File: src/rtl/rsa_seq_ctrl.sv
// rsa_seq_ctrl: launch/run/capture sequencer for the 8-bit RSA core.
// Snapshots operands, gates core reset/enable, watches eoc, reports status.
module rsa_seq_ctrl #(
    parameter int WIDTH   = 8,
    parameter int TIMEOUT = 1023,
    parameter int CNT_W   = 10
) (
    input  logic             clk,
    input  logic             rst_n,
    input  logic             start,
    input  logic             abort,
    input  logic             clr_status,
    input  logic [WIDTH-1:0] p_i,
    input  logic [WIDTH-1:0] e_i,
    input  logic [WIDTH-1:0] m_i,
    input  logic [WIDTH-1:0] const_i,
    output logic             rsa_rst_n,
    output logic             rsa_en,
    output logic [WIDTH-1:0] rsa_p,
    output logic [WIDTH-1:0] rsa_e,
    output logic [WIDTH-1:0] rsa_m,
    output logic [WIDTH-1:0] rsa_const,
    input  logic             rsa_eoc,
    input  logic [WIDTH-1:0] rsa_c,
    output logic [WIDTH-1:0] result,
    output logic             result_vld,
    output logic [7:0]       status
);

    typedef enum logic [1:0] {
        IDLE,
        LOAD,
        RUN
    } state_t;

    localparam logic [CNT_W-1:0] WD_LAST = CNT_W'(TIMEOUT - 1);

    state_t           state;
    logic             busy;
    logic             done;
    logic             err_timeout;
    logic             err_busy;
    logic             err_param;
    logic [CNT_W-1:0] wdog;

    assign status = {3'b000, err_param, err_busy, err_timeout, busy, done};

    // Sequencer FSM; flag sets are written after clr_status so a set wins.
    always_ff @(posedge clk or negedge rst_n) begin
        if (!rst_n) begin
            state       <= IDLE;
            busy        <= 1'b0;
            rsa_rst_n   <= 1'b0;
            rsa_en      <= 1'b0;
            rsa_p       <= '0;
            rsa_e       <= '0;
            rsa_m       <= '0;
            rsa_const   <= '0;
            result      <= '0;
            result_vld  <= 1'b0;
            done        <= 1'b0;
            err_timeout <= 1'b0;
            err_busy    <= 1'b0;
            err_param   <= 1'b0;
            wdog        <= '0;
        end else begin
            result_vld <= 1'b0;
            if (clr_status) begin
                done        <= 1'b0;
                err_timeout <= 1'b0;
                err_busy    <= 1'b0;
                err_param   <= 1'b0;
            end
            unique case (state)
                IDLE: begin
                    if (start) begin
                        if (m_i != '0) begin
                            rsa_p     <= p_i;
                            rsa_e     <= e_i;
                            rsa_m     <= m_i;
                            rsa_const <= const_i;
                            done      <= 1'b0;
                            rsa_rst_n <= 1'b1;
                            busy      <= 1'b1;
                            state     <= LOAD;
                        end else begin
                            err_param <= 1'b1;
                        end
                    end
                end
                LOAD: begin
                    if (start)
                        err_busy <= 1'b1;
                    if (abort) begin
                        rsa_rst_n <= 1'b0;
                        busy      <= 1'b0;
                        state     <= IDLE;
                    end else begin
                        rsa_en <= 1'b1;
                        wdog   <= '0;
                        state  <= RUN;
                    end
                end
                RUN: begin
                    if (start)
                        err_busy <= 1'b1;
                    if (abort) begin
                        rsa_rst_n <= 1'b0;
                        rsa_en    <= 1'b0;
                        busy      <= 1'b0;
                        state     <= IDLE;
                    end else if (rsa_eoc) begin
                        result     <= rsa_c;
                        result_vld <= 1'b1;
                        done       <= 1'b1;
                        rsa_rst_n  <= 1'b0;
                        rsa_en     <= 1'b0;
                        busy       <= 1'b0;
                        state      <= IDLE;
                    end else if (wdog == WD_LAST) begin
                        err_timeout <= 1'b1;
                        rsa_rst_n   <= 1'b0;
                        rsa_en      <= 1'b0;
                        busy        <= 1'b0;
                        state       <= IDLE;
                    end else begin
                        wdog <= wdog + 1'b1;
                    end
                end
                default: begin
                    rsa_rst_n <= 1'b0;
                    rsa_en    <= 1'b0;
                    busy      <= 1'b0;
                    state     <= IDLE;
                end
            endcase
        end
    end

endmodule

File: config.mk
export PLATFORM = sky130hd
export DESIGN_NAME = rsa_seq_ctrl
export DESIGN_NICKNAME = d
export VERILOG_FILES = /design/src/rtl/rsa_seq_ctrl.sv
export SDC_FILE = /design/constraint.sdc
export NUM_CORES = 1
export LEC_CHECK = 0
export BUFFER_PORTS_ARGS = -buffer_cell sky130_fd_sc_hd__buf_2
export CAP_MARGIN = 15
export CORE_MARGIN = 5
export CORE_UTILIZATION = 31
export DETAILED_ROUTE_END_ITERATION = 10
export GPL_TIMING_DRIVEN = 1
export PLACE_DENSITY = 0.59
export SETUP_SLACK_MARGIN = 0.05
export SLEW_MARGIN = 20
export SYNTH_ARGS = -nofsm -noshare
export SYNTH_HDL_FRONTEND = slang
export SYNTH_SLANG_ARGS = --single-unit
File: constraint.sdc
create_clock -name clk -period 1.85 [get_ports clk]
set_clock_uncertainty 0.05 [all_clocks]
set_input_delay 0.185 -clock clk [delete_from_list [all_inputs] [get_ports clk]]
set_output_delay 0.185 -clock clk [all_outputs]
set_load 0.005 [all_outputs]
==> results.py <==
metrics = {
    "min_path": {
        "whs_endpoint": "rsa_e[6]",
        "hold_class": "in -> reg",
        "holdPathStages": 2,
        "min_from": "e_i[6]",
    },
    "timing": {
        "period_minus_slack_ns": 1.76,
        "fmax_mhz": 567,
        "setup_viol": 0,
        "timing.final.crit_share_pct": 95.3,
        "hold_viol": 0,
        "maxSlewViolCount": 0,
        "worstMarginPinSlew_ns": 0.562,
        "relSlewSlack_pct": 62.6,
        "whs_ns": 0.0196,
        "rsz0062_at_grt": "true",
    },
    "route": {
        "drtPass1Iterations": 4,
        "wire_per_inst_um": 15.0,
        "postRouteAntennaNets": 0,
        "initialDrtViolationCount": 91,
        "routed_via_density": 4.65,
        "drt-total-wl_um": 6720,
        "drc": 0,
        "vias": 2080,
    },
    "power_and_ir_drop": {
        "power_leakage_nw": 1.82,
        "powerDensity_mw_per_mm2": 1410,
        "pwr-share-seq_pct": 39.6,
        "p_sw_w": 0.00163,
        "intPower_w": 0.00357,
        "combPwrFrac_pct": 37.1,
        "switching_share_pct": 31.3,
        "peakVddDrop_mv": 0.749,
        "total_power_w": 0.00520,
        "clockPowerShare_pct": 23.3,
    },
    "grt": {
        "first_global_vias": 2105,
        "antenna_found_initial": 0,
        "grt.total_usage_pct": 13.3,
        "grt.overflow.total": 0,
        "grt_max_degree": 23,
        "top_usage_layer": "met2",
        "gr-usage-met1_pct": 16.5,
        "grtUsageMet2_pct": 21.3,
        "use_met3_pct": 3.21,
        "grt_pass1_wl_um": 10500,
    },
    "worst_setup_path": {
        "cpMaxStageDelayCell": "dfrtp_1",
        "rrSetupSlack_ns": 0.09,
        "timing.critical_path.buf_inv": 2,
        "start_kind": "register",
        "rr_worst_depth": 7,
        "end_kind": "register",
        "path_class": "reg -> reg",
        "crit_fanout": 6,
        "cp.arrival_ns": 1.97,
        "crit_chain": "inv_2, ha_4, nor3b_4, o31a_1, buf_6, a41oi_1, a31oi_1",
        "reg2reg_from": "state[0]",
        "startpoint": "state[0]",
        "cpLargestDelayFamily": "compound AO/OA/AOI/OAI gates",
        "critPathMaxStageDelay_ns": 0.39,
        "worstPathRequired_ns": 2.05,
        "reg2reg_to": "wdog[6]",
    },
    "clock_network": {
        "clk_latency_ns": 0.34,
        "clock_path_buffers": 2,
        "cts_buffers": 9,
        "cts.sinks": 59,
        "clockRootBuffer": "clkbuf_8",
        "clkTransAtPathRegs_ns": 0.08,
        "cts_tree": "done",
        "htree_levels": 3,
    },
    "floorplanning": {
        "dieHeight_um": 102,
        "io_pins": 97,
        "rows": 33,
        "core_area_mm2": 0.00826,
        "die_w_um": 102,
        "dieArea_mm2": 0.0105,
        "start_util_pct": 32.0,
    },
    "place": {
        "gp_congestion": 0.835,
        "place.port_buffers": 93,
        "post-place-cells": 419,
        "hpwl_um": 4980,
    },
    "final_layout": {
        "finalNonFillerCells": 447,
        "diodes": 0,
        "nNetsFinal": 389,
        "area_growth_pct": 40.1,
        "drive_gt1_share_pct": 50.0,
    },
    "yosys": {
        "ys_ff_latch": 59,
        "yosysSeqAreaShare_pct": 55.9,
        "synth.cell_area_mm2": 0.00264,
        "ys.flop_type": "dfrtp_1",
        "syn_inst": 215,
        "synth_enable_flop_cells": 0,
        "syn_avg_cell_area_um2": 12.3,
        "yosysWarningCount": 0,
        "synth_cell_types": 47,
        "ys_async_sr_fraction_pct": 100,
    },
    "outcome": {
        "status": "complete, no violations",
    },
    "job": {
        "cap_violations": 0,
    },
}
cells in the mapped netlist (all sizes together), types with 2 or more instances:
library cell | n | share of area, %
a22o | 2 | 0.66
nand3 | 9 | 1.7
and3 | 2 | 0.47
nand4 | 4 | 1.5
dfrtp | 59 | 56
mux2 | 32 | 14
nand2 | 29 | 4.1
mux2i | 2 | 0.76
nor4 | 3 | 0.71
o2bb2ai | 3 | 0.99
o21ai | 2 | 0.38
inv | 7 | 0.99
o21a | 2 | 0.57
a21oi | 3 | 0.57
o311ai | 2 | 0.66
o31ai | 2 | 1.1
ha | 5 | 2.4
nor2 | 5 | 0.99
a211o | 3 | 0.99
nor3 | 4 | 0.76
buf | 16 | 4.1
flip-flops by register name, indices dropped and copies added, names as in the netlist:
name,flops
done,1
err_timeout,1
rsa_e,8
rsa_p,8
result_vld,1
rsa_const,8
err_busy,1
result,8
wdog,10
state,2
err_param,1
busy,1
rsa_en,1
rsa_m,8
cells by family after synthesis:
family                   Yosys count  share of synthesized area [%]
buffers and inverters             24                           5.21
flip-flops                        59                           55.9
multiplexers                      34                           14.4
adder cells (fa/ha/maj)            5                           2.37
AND/OR/NAND/NOR                   60                           11.8
other                              1                          0.142
AO/OA/AOI/OAI                     32                           10.2
area by class of cell:
| type | instances | area [um2] |
|---|---|---|
| fillers | 787 | 4560 |
| well taps | 105 | 131 |
| repair buffers | 126 | 796 |
| multi-input cells | 134 | 1060 |
| clock buffers | 11 | 151 |
| flip-flops and latches | 59 | 1480 |
| clock inverters | 4 | 50.0 |
| inverters | 8 | 30.0 |
layer usage:
layer / part of all wire, % / routed length, um
met5: 0 / 0
met4: 3.1 / 207
met3: 4.8 / 325
met2: 51 / 3390
met1: 42 / 2790
power by group through the flow:
| stage | combinational [W] | sequential, W | clock (W) |
|---|---|---|---|
| 2_1_floorplan | 0.000934 | 0.00213 | 0 |
| 3_3_place_gp | 0.00185 | 0.00206 | 0 |
| 3_5_place_dp | 0.00188 | 0.00207 | 0 |
| 4_1_cts | 0.00190 | 0.00206 | 0.00125 |
| 5_1_grt | 0.00212 | 0.00213 | 0.00132 |
| 6_report | 0.00193 | 0.00206 | 0.00121 |
per-stage QoR:
| step | TNS (ns) | worst slack (ns) | instance area [um2] | utilization (%) |
|---|---|---|---|---|
| after floorplan | 0 | 0.0343 | 2650 | - |
| after global placement | 0 | 0.124 | 3340 | 40.4 |
| after detailed placement | 0 | 0.0758 | 3340 | 40.4 |
| after CTS | 0 | 0.0526 | 3640 | 44.1 |
| after global routing | -0.0288 | -0.0282 | 3700 | 44.8 |
| final | 0 | 0.0876 | 3700 | 44.8 |
worst max path at each step:
stage	end	depth (start not counted)
final	wdog[6]	7
after global routing	wdog[6]	7
after CTS	wdog[6]	7
after detailed placement	wdog[6]	7
after global placement	wdog[7]	7
after floorplan	rsa_const[7]	7
cell usage in the layout, fill, tap and decap left out, drive strengths merged, types with 2 or more instances in the layout:
master,synthesis,routed
nor2,5,5
nand4,4,4
o21ai,2,2
nor4,3,3
ha,5,5
a21oi,3,3
clkbuf,0,11
o31ai,2,2
o311ai,2,2
a22o,2,2
a211o,3,3
dfrtp,59,59
mux2,32,32
clkinvlp,0,2
nand2,29,29
and3,2,2
inv,7,7
conb,1,3
nor3,4,4
clkinv,1,2
dlygate4sd3,0,10
o21a,2,2
mux2i,2,2
buf,16,116
o2bb2ai,3,3
nand3,9,9
repair_timing:
action                     in CTS  in global routing
hold buffers                   10                  0
setup buffers                   0                  3
gates resized for setup         0                  7
setup endpoints to repair       0                 11
hold endpoints to repair       28                  0
No activity file was read; power rests on OpenSTA's default activity.
